## config.mk

```make
export PLATFORM = sky130hd
export DESIGN_NAME = spi_rdout_module
export DESIGN_NICKNAME = d
export VERILOG_FILES = /design/src/rtl/spi_rdout_module.sv
export SDC_FILE = /design/constraint.sdc
export NUM_CORES = 1
export LEC_CHECK = 0
export CORE_UTILIZATION = 54
export CTS_BUF_LIST = sky130_fd_sc_hd__clkbuf_4 sky130_fd_sc_hd__clkbuf_8 sky130_fd_sc_hd__clkbuf_16
export CTS_CLUSTER_SIZE = 20
export DETAILED_ROUTE_END_ITERATION = 10
export GPL_TIMING_DRIVEN = 0
export PLACE_DENSITY_LB_ADDON = 0.2
export SETUP_SLACK_MARGIN = 0.5
export SKIP_LAST_GASP = 1
export SYNTH_ARGS = -nofsm -noshare
export SYNTH_HDL_FRONTEND = slang
export SYNTH_SLANG_ARGS = --single-unit
```

## constraint.sdc

```tcl
create_clock -name spi_clk_c -period 3.8 [get_ports spi_clk_c]
set_input_delay 0.76 -clock spi_clk_c [delete_from_list [all_inputs] [get_ports spi_clk_c]]
set_output_delay 0.76 -clock spi_clk_c [all_outputs]
set_load 0.1 [all_outputs]
```

## src/rtl/spi_rdout_module.sv

```systemverilog
// Transmit half of the SPI EEPROM slave: fetches array bytes with one-byte prefetch
// and shifts them out MSB first while the frame is in the data-read state.
module spi_rdout_module #(
    parameter int unsigned ADDR_W = 16,
    parameter int unsigned DATA_W = 8
) (
    input  logic              spi_clk_c,
    input  logic              spi_frm_rst_n,
    input  logic              spi_rd_en,
    input  logic              spi_rd_start,
    input  logic [ADDR_W-1:0] spi_start_addr,
    output logic              mem_rd_req,
    output logic [ADDR_W-1:0] mem_rd_addr,
    input  logic              mem_rd_ack,
    input  logic [DATA_W-1:0] mem_rd_data,
    output logic              spi_sdo,
    output logic              spi_sdo_oe,
    output logic              spi_byte_done,
    output logic              spi_rd_underrun
);

    localparam int unsigned CntW = (DATA_W > 1) ? $clog2(DATA_W) : 1;
    localparam logic [CntW-1:0] CntTop = CntW'(DATA_W - 1);
    localparam logic [CntW-1:0] CntOne = CntW'(1);

    typedef enum logic [1:0] {
        StIdle,
        StFetch0,
        StStream
    } state_e;

    state_e            state_q, state_d;
    logic [ADDR_W-1:0] rd_addr_q, rd_addr_d;
    logic              req_q, req_d;
    logic [DATA_W-1:0] buf_q, buf_d;
    logic              buf_valid_q, buf_valid_d;
    logic [DATA_W-1:0] shreg_q, shreg_d;
    logic [CntW-1:0]   bit_cnt_q, bit_cnt_d;
    logic              oe_q, oe_d;
    logic              byte_done_q, byte_done_d;
    logic              underrun_q, underrun_d;

    always_comb begin
        state_d     = state_q;
        rd_addr_d   = rd_addr_q;
        req_d       = req_q;
        buf_d       = buf_q;
        buf_valid_d = buf_valid_q;
        shreg_d     = shreg_q;
        bit_cnt_d   = bit_cnt_q;
        oe_d        = oe_q;
        byte_done_d = 1'b0;
        underrun_d  = underrun_q;

        if (!spi_rd_en) begin
            // Leaving the data-read state: drop everything, idle the pad high.
            state_d     = StIdle;
            req_d       = 1'b0;
            oe_d        = 1'b0;
            shreg_d     = '1;
            buf_valid_d = 1'b0;
            bit_cnt_d   = '0;
        end else if (spi_rd_start) begin
            // A restart keeps req low for one cycle so the address can change safely.
            state_d     = StFetch0;
            rd_addr_d   = spi_start_addr;
            req_d       = (state_q == StIdle);
            oe_d        = 1'b0;
            shreg_d     = '1;
            buf_valid_d = 1'b0;
            bit_cnt_d   = '0;
        end else begin
            if (req_q && mem_rd_ack) begin
                buf_d       = mem_rd_data;
                buf_valid_d = 1'b1;
                req_d       = 1'b0;
                rd_addr_d   = rd_addr_q + ADDR_W'(1);
            end

            case (state_q)
                StFetch0: begin
                    if (buf_valid_q) begin
                        shreg_d     = buf_q;
                        oe_d        = 1'b1;
                        buf_valid_d = 1'b0;
                        bit_cnt_d   = CntTop;
                        req_d       = 1'b1;
                        state_d     = StStream;
                    end else if (!req_q) begin
                        req_d = 1'b1;
                    end
                end
                StStream: begin
                    if (bit_cnt_q != '0) begin
                        shreg_d     = {shreg_q[DATA_W-2:0], 1'b1};
                        bit_cnt_d   = bit_cnt_q - CntOne;
                        byte_done_d = (bit_cnt_q == CntOne);
                    end else begin
                        bit_cnt_d = CntTop;
                        if (buf_valid_q) begin
                            shreg_d     = buf_q;
                            buf_valid_d = 1'b0;
                            req_d       = 1'b1;
                        end else begin
                            // Outstanding fetch stays pending; its byte goes out next slot.
                            shreg_d    = '1;
                            underrun_d = 1'b1;
                        end
                    end
                end
                StIdle: begin
                end
                default: begin
                    state_d = StIdle;
                end
            endcase
        end
    end

    always_ff @(posedge spi_clk_c or negedge spi_frm_rst_n) begin
        if (!spi_frm_rst_n) begin
            state_q     <= StIdle;
            rd_addr_q   <= '0;
            req_q       <= 1'b0;
            buf_q       <= '0;
            buf_valid_q <= 1'b0;
            shreg_q     <= '1;
            bit_cnt_q   <= '0;
            oe_q        <= 1'b0;
            byte_done_q <= 1'b0;
            underrun_q  <= 1'b0;
        end else begin
            state_q     <= state_d;
            rd_addr_q   <= rd_addr_d;
            req_q       <= req_d;
            buf_q       <= buf_d;
            buf_valid_q <= buf_valid_d;
            shreg_q     <= shreg_d;
            bit_cnt_q   <= bit_cnt_d;
            oe_q        <= oe_d;
            byte_done_q <= byte_done_d;
            underrun_q  <= underrun_d;
        end
    end

    assign mem_rd_req      = req_q;
    assign mem_rd_addr     = rd_addr_q;
    assign spi_sdo         = shreg_q[DATA_W-1];
    assign spi_sdo_oe      = oe_q;
    assign spi_byte_done   = byte_done_q;
    assign spi_rd_underrun = underrun_q;

endmodule

```

==> metrics.md <==
| Metric | Value |
|---|---|
| Crit path max fanout | 8 |
| CP Buf/Inv Count | 1 |
| Max_cap viols | 0 |
| Fmax | 0.3635 GHz |
| Final setup fails | 0 |
| Detailed-route via count | 2126 |
| Period minus WS final | 2.751 ns |
| CTS Sinks | 42 |
| Yosys reg bits | 42 |
| WP data required | 3.04 ns |
| Vias in the first global route | 1947 |
| Post-DP HPWL | about 3800 um |
| DR vias/cell | 6.145 |
| Grt total ovfl | 0 |
| Initial DRT Pass Iterations | 5 |
| Share of cells above drive strength 1 | 12.84% |
| Period utilization | between 70% and 80% |
| Syn Nets | 275 |
| Top cells by area, synth | dfrtp_1, dfstp_2, a21oi_1 |
| PostCTS Resize Cnt | 0 |
| VDD IR max | 0.0002882 V |
| H-tree Lvls | 2 |
| Post-Syn Area per Cell | 9.481 um^2 |
| CP Class | flip-flop to output pin |
| Final antenna-violating net count | 0 |
| Register area share after synthesis | 46.82% |
| Main synth FF type | dfrtp_1 |
| Slew of the pin with the lowest slew margin | 0.9744 ns |
| Status | finished clean |
| Post-synth top area cell | dfrtp_1 |
| Final WL | 5319 um |
| CP max stage cell | clkdlybuf4s50_1 |
| Fillers | 322 |
| Ant. Diodes | 0 |
| Reg clk slew, reported paths | 0.09 ns |
| Power Density | 452.8 mW/mm^2 |
| Setup crit start kind | flip-flop |
| Area of the multi-input gates | approximately 0.0011 mm^2 |
| Worst-path cell chain | clkdlybuf4s50_1 |
| Final core utilization | 73.04% |
| Crit-path max cell delay | 1.19 ns |
| YS warnings | 0 |
| Clock buffer count from CTS | 5 |
| CP delay by family, top | buffers and inverters |
| GR Util All Layers | 26.55% |
| Async S/R FF share, synth | 100.0% |
| First-pass GRT wire length | 8887 um |
| Die Y | 66.78 um |
| Post-synthesis cell type count | 47 |
| Die area | 0.004459 mm^2 |
| CP endpoint kind | output pin |
| Area share of the largest cell type after synthesis | 37.55% |
| Worst Path Arrival | 1.99 ns |
| EDFF count, synth | 0 |
| Clk_skew | 0.008757 ns |
| P_leak | 0.001141 uW |
| RSZ-0062 raised after global routing | false |
| Starting Density | 56.65% |
| GP Congestion | 0.8391 |
| Fin worst setup slack | ~1.0 ns |
| Mapped Cells | 239 |
| Drt initial violations | 239 |
| Clock Latency Late Sink | 0.30 ns |
| Worst slew margin | 34.84% |
| Hold-fix buffers, CTS | 0 |
| Max-slew violation count | 0 |
| Post-Syn Area | 0.002266 mm^2 |
| Hold Crit Class | input pin to asynchronous set/reset pin |
| Wire per inst | 15.37 um |
| Final hold vios | 0 |
| Reg area | roughly 0.0011 mm^2 |
| Root Buffer | clkbuf_8 |
| TritonCTS clock tree | built |
| Worst slack, placed | 1.167 ns |
| Setup Fix Bufs, Post-CTS | 0 |
| Layout net count | 331 |
| Std cell rows | 23 |
| Placeable Area | 0.004000 mm^2 |
| # IOs | 50 |
| Initial antenna violation count | 0 |
| R2R Setup Slk | about 1.9 ns |
| DRC viols | 0 |
| Clock tree buffer depth | 2 |
| Area Growth Syn to Fin | 28.93% |
| Setup_tns | 0 ns |
| Final instance area | 0.002922 mm^2 |
| Port Buffers | 48 |
| Die Width | roughly 67 um |
| Largest net degree at the start of global routing | 23 |
| Post-DP Area | 0.002831 mm^2 |
## final timing paths
check	from	to	cells past startpoint
worst max-delay path	mem_rd_addr[5]$_DFFE_PN0P_	mem_rd_addr[5]	1
worst min-delay path	spi_frm_rst_n	mem_rd_addr[3]$_DFFE_PN0P_	1
worst max register to register	state_q[0]$_DFFE_PN0P_	shreg_q[6]$_DFFE_PN1P_	6
worst min register to register	spi_rd_underrun$_DFFE_PN0P_	spi_rd_underrun$_DFFE_PN0P_	1
max in group asynchronous	spi_frm_rst_n	shreg_q[6]$_DFFE_PN1P_	2
min in group spi_clk_c	spi_rd_underrun$_DFFE_PN0P_	spi_rd_underrun$_DFFE_PN0P_	1
## cells in the final DEF (no fill, tap or decap), types with 2 or more instances in the layout
cell type,synthesis,routed
a21o_1,2,2
a21oi_1,21,21
a22oi_1,6,6
a31o_2,2,2
and3_1,2,2
buf_4,3,3
clkbuf_1,8,8
clkbuf_8,0,5
clkdlybuf4s50_1,0,47
dfrtp_1,34,34
dfstp_2,8,8
ha_1,7,7
inv_1,9,9
mux2_2,8,8
mux2i_1,2,2
nand2_1,17,17
nand2b_1,4,4
nand3_1,10,10
nand3_2,2,2
nand4_1,5,5
nor2_1,16,16
nor2b_1,2,2
nor3_1,10,10
nor4_1,5,5
o211ai_1,2,2
o21ai_0,20,20
o22a_1,2,2
o22ai_1,7,7
o311ai_0,3,3
o31ai_1,2,2
or4_1,2,2
## cell usage after synthesis, types with 2 or more instances
library cell	number
nand3_1	10
a21oi_1	21
ha_1	7
o211ai_1	2
a21o_1	2
nor3_1	10
o22ai_1	7
and3_1	2
o31ai_1	2
nor2b_1	2
clkbuf_1	8
mux2i_1	2
nand2_1	17
o311ai_0	3
nand3_2	2
dfrtp_1	34
nor2_1	16
nand4_1	5
buf_4	3
nor4_1	5
o22a_1	2
dfstp_2	8
or4_1	2
mux2_2	8
o21ai_0	20
a22oi_1	6
a31o_2	2
inv_1	9
nand2b_1	4
## state kept, by name (all words and copies together), names as in the netlist
| name | count |
|---|---|
| spi_byte_done | 1 |
| mem_rd_req | 1 |
| spi_rd_underrun | 1 |
| mem_rd_addr | 16 |
| state_q | 2 |
| shreg_q | 8 |
| buf_valid_q | 1 |
| spi_sdo_oe | 1 |
| bit_cnt_q | 3 |
| buf_q | 8 |
## cells by family after synthesis
| group | count (synthesis) | share of synthesized area, % |
|---|---|---|
| DFF | 42 | 46.83 |
| AOI/OAI and AO/OA | 75 | 20.60 |
| and+or+nand+nor | 83 | 19.38 |
| buffers and inverters | 22 | 4.472 |
| muxes | 10 | 4.859 |
| adders and majority gates | 7 | 3.865 |
## per-layer routing
layer	vias up	global-route usage [%]	wire length [um]
met3	15	4.452	301
met5	-	0	0
met1	1022	34.90	2322
met4	0	11.17	80
li1	1006	-	-
met2	83	42.93	2615
## report_power, final
group | internal, uW | switching [uW]
logic | 148 | 315
clock network | 129 | 165
registers | 506 | 59.5
total | 784 | 539
## layout make-up
cell class / instances / area share, %
Clock buffer: 5 / 2.355
Tap cell: 50 / 2.141
Sequential cell: 42 / 36.32
Inverter: 9 / 1.156
Multi-Input combinational cell: 175 / 37.77
Clock inverter: 3 / 0.7281
Timing Repair Buffer: 49 / 17.22
Buffer: 13 / 2.313
## through the flow
stage	power, uW	instances	hold WS, ns
2_1_floorplan	895.5	239	0.4549
3_3_place_gp	1022	337	0.4656
3_5_place_dp	1035	338	0.4638
4_1_cts	1331	346	0.4520
5_1_grt	1386	346	0.4784
6_report	1323	346	0.4322
## worst register-to-register path, cell delays in order (launching register included)
cell and delay (ns):
dfrtp_1 0.38, inv_1 0.09, ha_1 0.16, clkbuf_1 0.31, a21boi_1 0.61, o22ai_1 0.16
o21ai_0 0.18
Power figures use the tool's default switching activity.
